===== config.mk =====
export PLATFORM = sky130hd
export DESIGN_NAME = font_rom_arbiter
export DESIGN_NICKNAME = d
export VERILOG_FILES = /design/src/rtl/font_rom_arbiter.sv
export SDC_FILE = /design/constraint.sdc
export NUM_CORES = 1
export LEC_CHECK = 0
export ABC_AREA = 1
export BUFFER_PORTS_ARGS = -buffer_cell sky130_fd_sc_hd__buf_2
export CORE_MARGIN = 3
export CORE_UTILIZATION = 41
export DETAILED_ROUTE_END_ITERATION = 10
export PLACE_DENSITY_LB_ADDON = 0.3
export RECOVER_POWER = 50
export SYNTH_ARGS = -nofsm -noshare
export SYNTH_HDL_FRONTEND = slang
export SYNTH_SLANG_ARGS = --single-unit

===== constraint.sdc =====
create_clock -name clk -period 1.5 [get_ports clk]
set_clock_uncertainty 0.05 [all_clocks]
set_input_delay 0.075 -clock clk [delete_from_list [all_inputs] [get_ports clk]]
set_output_delay 0.075 -clock clk [all_outputs]
set_load 0.02 [all_outputs]

===== src/rtl/font_rom_arbiter.sv =====
// font_rom_arbiter: round-robin, burst-bounded arbiter sharing one 1-cycle-latency font ROM
// Ports: clk, reset_n (sync, active-low); req/addr from NUM_REQ renderers; gnt (combinational)
// and rsp_valid (one cycle later) per renderer; rsp_data passes rom_data through; rom_addr drives the ROM.
// Optional macro FONT_ARB_PRIO_EN: requester 0 preempts any burst and freezes the arbitration state.
module font_rom_arbiter #(
  parameter int NUM_REQ    = 2,
  parameter int ADDR_WIDTH = 11,
  parameter int DATA_WIDTH = 8,
  parameter int MAX_BURST  = 16
) (
  input  logic                          clk,
  input  logic                          reset_n,
  input  logic [NUM_REQ-1:0]            req,
  input  logic [NUM_REQ*ADDR_WIDTH-1:0] addr,
  output logic [NUM_REQ-1:0]            gnt,
  output logic [NUM_REQ-1:0]            rsp_valid,
  output logic [DATA_WIDTH-1:0]         rsp_data,
  output logic [ADDR_WIDTH-1:0]         rom_addr,
  input  logic [DATA_WIDTH-1:0]         rom_data
);
  localparam int PW = NUM_REQ > 1 ? $clog2(NUM_REQ) : 1;
  localparam int CW = $clog2(MAX_BURST + 1);
  typedef enum logic {IDLE, OWN} state_t;
  state_t state;
  logic [PW-1:0] ptr, owner, start, win, idx, sel;
  logic [CW-1:0] cnt;
  logic [NUM_REQ-1:0] issue_q;
  logic [ADDR_WIDTH-1:0] a [NUM_REQ];
  logic found, keep, prio;
  for (genvar i = 0; i < NUM_REQ; i++) begin : g_addr
    assign a[i] = addr[i*ADDR_WIDTH +: ADDR_WIDTH];
  end
`ifdef FONT_ARB_PRIO_EN
  assign prio = req[0];
`else
  assign prio = 1'b0;
`endif
  assign keep  = state == OWN && req[owner] && cnt < CW'(MAX_BURST);
  // a finished burst restarts the search just past the owner, so the owner is scanned last
  assign start = state == OWN ? (owner == PW'(NUM_REQ - 1) ? '0 : owner + PW'(1)) : ptr;
  always_comb begin
    found = 1'b0;
    win   = start;
    idx   = start;
    for (int k = 0; k < NUM_REQ; k++) begin
      idx = PW'((int'(start) + k) % NUM_REQ);
      if (!found && req[idx]) begin
        found = 1'b1;
        win   = idx;
      end
    end
  end
  assign sel       = prio ? '0 : keep ? owner : win;
  assign gnt       = (reset_n && (prio || keep || found)) ? NUM_REQ'(1) << sel : '0;
  assign rom_addr  = |gnt ? a[sel] : '0;
  assign rsp_valid = reset_n ? issue_q : '0;
  assign rsp_data  = rom_data;
  always_ff @(posedge clk) begin
    if (!reset_n) begin
      state   <= IDLE;
      ptr     <= '0;
      owner   <= '0;
      cnt     <= '0;
      issue_q <= '0;
    end else begin
      issue_q <= gnt;
      if (!prio) begin
        if (keep) begin
          cnt <= cnt + CW'(1);
        end else begin
          if (state == OWN) ptr <= start;
          state <= found ? OWN : IDLE;
          if (found) begin
            owner <= win;
            cnt   <= CW'(1);
          end
        end
      end
    end
  end
endmodule


; Word level (Yosys, flattened, before mapping)
; Index checks and enable logic that the tools add are counted.
[totals]
mem_bits_ro = 0
latch_bits = 0
reg_bits = 10
output_inout_bits = 23
mem_count = 0
ram_bits = 0
[op_classes]
shifts = 1
n_addsub = 3
bitwise_logic = 2
reduce_logical = 10
mul = 0
n_mux = 21
div_mod_pow = 0
eq_ne = 0
magnitude_cmp = 5
[ops]
columns = op, count
row1 = two-way mux 11 bit, 4
row2 = two-way mux 1 bit, 13
row3 = two-way mux 5 bit, 2
row4 = "less-than comparator 1 x 2 -> 1 bit, second input constant", 3
row5 = "adder 5 x 1 -> 5 bit, second input constant", 1
row6 = "less-than comparator 5 bit, second input constant", 1
row7 = logical AND 1 bit, 4
row8 = two-way mux 2 bit, 2
row9 = AND reduction 2 bit, 2
row10 = "adder 1 bit, second input constant", 2
row11 = "greater-or-equal comparator 2 bit, second input constant", 1
row12 = NOT 1 -> 2 bit, 1
row13 = nonzero test 2 bit, 1
row14 = OR reduction 2 bit, 1
row15 = "left shift 1 x 1 -> 2 bit, first input constant", 1
row16 = logical NOT 1 bit, 1
row17 = logical OR 1 bit, 1
row18 = NOT 1 bit, 1

; Depth between registers and ports, before layout
[depth]
ltp_word = 15
mapped_depth = 8

; Worst setup path before layout
; OpenSTA, ideal clock, no wires.
[synth_path]
path_type = reg-to-output
from = reg state
to = out gnt[0]
slack_ns = 0.158
path_buffers = 1
path_stages_with_launch = 6
arrival_time_ns = 1.217
path_cell_list = dfxtp_1 > inv_2 > nor2_4 > nand2_2 > buf_2 > a21oi_1
[synth_between]
elab_chain_cells = 10
word_cells_on_any_way = 18
classes_between = add/sub: 1 / shift: 1 / mux: 10 / reduce/logical: 6
[synth_lines]
columns = item, line_no
row1 = "start, declared", 24  ; state_t state;
row2 = "start signal, assigned", 72  ; state <= found ? OWN : IDLE;
row3 = two-way mux 1 bit, 40  ; assign start = state == OWN ? (owner == PW'(NUM_REQ - 1) ? '0 : owner + PW'(1)) : ptr;
row4 = two-way mux 1 bit (implied by the code) (2 in a row), 47  ; if (!found && req[idx]) begin
row5 = two-way mux 1 bit, 47
row6 = logical NOT 1 bit, 47
row7 = logical AND 1 bit, 47
row8 = two-way mux 1 bit, 47
row9 = two-way mux 1 bit or logical OR 1 bit (tied branches), "53, 54"
row10 = left shift 1 x 1 -> 2 bit or logical AND 1 bit (tied branches), 54  ; assign gnt = (reset_n && (prio || keep || found)) ? NUM_REQ'(1) << sel : '0;
row11 = two-way mux 2 bit *, 54
row12 = "end, declared", 15  ; output logic [NUM_REQ-1:0] gnt,
; Every way passes the cells marked *; elsewhere a longest branch is shown, timed or not. The select of a mux whose other input is x is not followed.

; Worst setup path after layout
[layout_path]
from = reg cnt[4]
to = out rom_addr[3]
[layout_between]
elab_chain_cells = 8
word_cells_on_any_way = 13
classes_between = order compare: 1 / shift: 1 / mux: 6 / bitwise: 1 / reduce/logical: 4
[layout_lines]
columns = item, line_no
row1 = "start, declared", 26  ; logic [CW-1:0] cnt;
row2 = "start signal, assigned", 69  ; cnt <= cnt + CW'(1);
row3 = less-than comparator 5 bit *, 38  ; assign keep = state == OWN && req[owner] && cnt < CW'(MAX_BURST);
row4 = logical AND 1 bit *, 38
row5 = two-way mux 1 bit, 53  ; assign sel = prio ? '0 : keep ? owner : win;
row6 = NOT 1 -> 2 bit (implied by the code), 55  ; assign rom_addr = |gnt ? a[sel] : '0;
row7 = two-way mux 11 bit (implied by the code) (3 in a row), 55
row8 = two-way mux 11 bit *, 55
row9 = "end, declared", 18  ; output logic [ADDR_WIDTH-1:0] rom_addr,
; Marked as above.

==> reports/metrics.csv <==
stage,metric,value,unit
run_status,run status,finished with violations,
run_status,violated checks,negative setup slack,
timing,FMAX,627,MHz
placed_design,final weighted congestion of routability-driven global placement,0.756,
cells_and_area,fill count,160,
worst_hold_path,class of the worst hold path,input port to flop,
grt,via count of the first global-routing pass,942,
cells_and_area,number of antenna repair diodes,0,
synth,flop and latch count out of synthesis,10,
die,die extent in y,51.4,µm
worst_hold_path,source of the worst hold timing path,reset_n,
power_and_ir_drop,combinational cell fraction of total power,43.5,%
synth,"Cell Area, Synth",843,µm²
cells_and_area,final instance area,1290,µm²
clock_network,total CTS buffers,3,
synth,number of nets produced by synthesis,154,
critical_path,worst reg2reg path startpoint,state,
clock_network,hold-fix buffers at CTS,0,
die,Boundary Pins,57,
synth,number of distinct standard cells referenced by the synthesized netlist,23,
synth,post-synthesis instance total,119,
timing,Rel. slew slack,80.4,%
grt,total track usage,19.7,%
placed_design,detailed placer's ending HPWL,1570,µm
synth,top-area cell type share of the netlist area,23.7,%
detailed_routing,detailed-route via count,967,
timing,measured slew at the worst slew-check pin,0.293,ns
cells_and_area,Sequential Area,211,µm²
cells_and_area,fin cells,188,
cells_and_area,number of nets in the final layout,199,
detailed_routing,mean routed wirelength per cell,12.6,µm
power_and_ir_drop,switching pwr,0.351,mW
power_and_ir_drop,Peak VDD IR,0.000442,V
die,area of the core,1840,µm²
clock_network,clock latency of the later-clocked register in the worst-skew pair,0.27,ns
detailed_routing,via/cell ratio,5.14,
grt,pin count of the biggest net entering global routing,15,
clock_network,CTS Root Cell,sky130_fd_sc_hd__clkbuf_4,
placed_design,placed instance area,1020,µm²
detailed_routing,detailed router's first-iteration violation count,5,
critical_path,required time of the worst setup path,1.37,ns
timing,part of the cycle the worst path needs,106,%
synth,sequential element share of the synthesized area,23.7,%
power_and_ir_drop,Leak Pwr,0.645,nW
synth,Post-Syn Area per Cell,7.09,µm²
die,floorplan die width,51.4,µm
synth,synthesis warning total,0,
detailed_routing,number of detailed-route iterations in the first pass,4,
detailed_routing,Final ANT Viol Nets,0,
timing,Final Hold Viols,0,
power_and_ir_drop,portion of total power attributed to sequential cells,30.4,%
die,standard-cell row count,15,
critical_path,crit-path max FO,7,
grt,antenna violations before repair,0,
grt,wire length of the first global-routing pass,3870,µm
die,die footprint,2640,µm²
cells_and_area,area of the multi-input gates,576,µm²
power_and_ir_drop,switching portion of total power,36.4,%
clock_network,TritonCTS clock tree,done,
timing,Final min period,1.60,ns
power_and_ir_drop,Overall Power,0.964,mW
clock_network,TritonCTS sink count,10,
critical_path,crit path launch,cnt[4],
cells_and_area,ratio of cells with drive above 1 in the final layout,55.2,%
detailed_routing,number of design rule violations left after detail routing,0,
timing,setup violators final,12,
power_and_ir_drop,ratio of total power to cell area,750,nW/µm²
timing,unrepaired setup endpoints after global routing,true,
power_and_ir_drop,cell-internal power,0.613,mW
critical_path,worst setup path category,flop to output port,
timing,post-route worst setup slack,-0.0956,ns
die,Initial Utilization,45.9,%
cells_and_area,relative area change from synthesis to final layout,52.5,%
critical_path,Critical Path Start Type,flop,
critical_path,Worst Path Arrival,1.47,ns
flow_run,max-capacitance violation count,0,
synth,dominant cells by area after synthesis,"sky130_fd_sc_hd__dfxtp_1 24%, sky130_fd_sc_hd__nand3_2 11%, sky130_fd_sc_hd__nand2_1 11%",
critical_path,Worst setup EP type,output port,
synth,cell type with the largest total area after synthesis,sky130_fd_sc_hd__dfxtp_1,
placed_design,count of input and output buffers,40,
placed_design,number of cells after detailed placement,175,
detailed_routing,total wirelength of the detailed-routed design,2370,µm
power_and_ir_drop,clock network power share,26.1,%
grt,GRT Residual Overflow,0,
clock_network,clock transition at the register clock pins on the worst setup and hold paths after CTS,0.07,ns
clock_network,maximum buffer depth of the clock tree,2,
timing,Slew Limit Fails,0,
cells_and_area,Final Core Density,69.9,%
clock_network,CTS H-Tree Depth,1,
==> cells by family after synthesis <==
kind of cell | count (synthesis) | share of synthesized area, %
adders and majority gates | 1 | 1.48
buffers and inverters | 26 | 17.7
and+or+nand+nor | 71 | 49.0
AOI/OAI and AO/OA | 9 | 6.08
DFF | 10 | 23.7
xor gates and xnor gates | 2 | 2.08
==> through the flow <==
step / worst slack [ns] / hold slack (ns) / TNS (ns)
detailed placement: 0.108 / 0.100 / 0
finish: -0.0956 / 0.0543 / -0.677
global route: -0.162 / 0.0606 / -1.69
global placement: 0.129 / 0.100 / 0
CTS: -0.0792 / 0.0383 / -0.841
floorplan: 0.158 / 0.161 / 0
==> per-layer routing <==
layer / wire length, µm / GRT usage, %
met5: 0 / 0
met2: 1260 / 36.3
met4: 76 / 14.0
met3: 172 / 4.08
met1: 865 / 19.3
==> synthesized netlist by cell type <==
library cell               count
sky130_fd_sc_hd__a21oi_1       6
sky130_fd_sc_hd__and3_1        1
sky130_fd_sc_hd__buf_2         2
sky130_fd_sc_hd__buf_4        10
sky130_fd_sc_hd__buf_8         1
sky130_fd_sc_hd__dfxtp_1      10
sky130_fd_sc_hd__ha_1          1
sky130_fd_sc_hd__inv_1         9
sky130_fd_sc_hd__inv_2         4
sky130_fd_sc_hd__nand2_1      24
sky130_fd_sc_hd__nand2_2       1
sky130_fd_sc_hd__nand2_4       1
sky130_fd_sc_hd__nand3_1       9
sky130_fd_sc_hd__nand3_2       9
sky130_fd_sc_hd__nand3_4       1
sky130_fd_sc_hd__nand4_1      14
sky130_fd_sc_hd__nor2_1        8
sky130_fd_sc_hd__nor2_2        1
sky130_fd_sc_hd__nor2_4        2
sky130_fd_sc_hd__o211ai_1      1
sky130_fd_sc_hd__o21ai_0       1
sky130_fd_sc_hd__o21ai_2       1
sky130_fd_sc_hd__xor2_1        2
==> state kept, by name, summed over array words and instances (netlist names) <==
name and flops:
cnt 5, issue_q 2, owner 1, ptr 1
state 1
==> what timing repair did <==
| action | in CTS | in global routing |
|---|---|---|
| buffers inserted | 4 | 3 |
| gates cloned | 2 | 0 |
| endpoints found under the setup margin | 13 | 13 |
| pin swaps | 11 | 15 |
| gates resized for setup | 33 | 16 |
==> critical path, stage by stage, from the launching register on <==
cell and delay (ns):
sky130_fd_sc_hd__dfxtp_4 0.36, sky130_fd_sc_hd__inv_2 0.06, sky130_fd_sc_hd__nand4_1 0.16, sky130_fd_sc_hd__nand3_4 0.19, sky130_fd_sc_hd__buf_6 0.13, sky130_fd_sc_hd__nand4_1 0.09, sky130_fd_sc_hd__nand2_2 0.09, sky130_fd_sc_hd__buf_6 0.11
==> worst paths after layout <==
| kind | to | slack (ns) | depth (start not counted) |
|---|---|---|---|
| min | ptr | 0.05 | 3 |
| max | rom_addr[3] | -0.1 | 7 |
| min reg2reg | cnt[1] | 0.45 | 2 |
| max reg2reg | owner | 0.15 | 8 |
==> power by group through the flow <==
stage	logic (mW)	registers, mW	clock network, mW
3_3_place_gp	0.301	0.298	0
3_5_place_dp	0.303	0.299	0
5_1_grt	0.454	0.296	0.277
6_report	0.420	0.293	0.251
2_1_floorplan	0.242	0.298	0
4_1_cts	0.387	0.294	0.262
==> cell type report <==
class | count | share of cell area, %
Clock buffer | 4 | 2.82
Inverter | 13 | 3.99
Multi-Input combinational cell | 85 | 44.7
Sequential cell | 10 | 16.4
Tap cell | 25 | 2.43
Timing Repair Buffer | 51 | 29.6
==> cells in the final DEF (no fill, tap or decap), types with 5 or more instances in the layout <==
cell,count
sky130_fd_sc_hd__buf_2,27
sky130_fd_sc_hd__nand2_1,16
sky130_fd_sc_hd__nand4_1,14
sky130_fd_sc_hd__buf_6,14
sky130_fd_sc_hd__inv_1,9
sky130_fd_sc_hd__nand3_1,9
sky130_fd_sc_hd__buf_4,9
sky130_fd_sc_hd__nand3_2,8
sky130_fd_sc_hd__nand2_2,7
sky130_fd_sc_hd__nor2_1,7
sky130_fd_sc_hd__dfxtp_1,7
sky130_fd_sc_hd__a21oi_1,5
(Power assumes the default switching activity.)
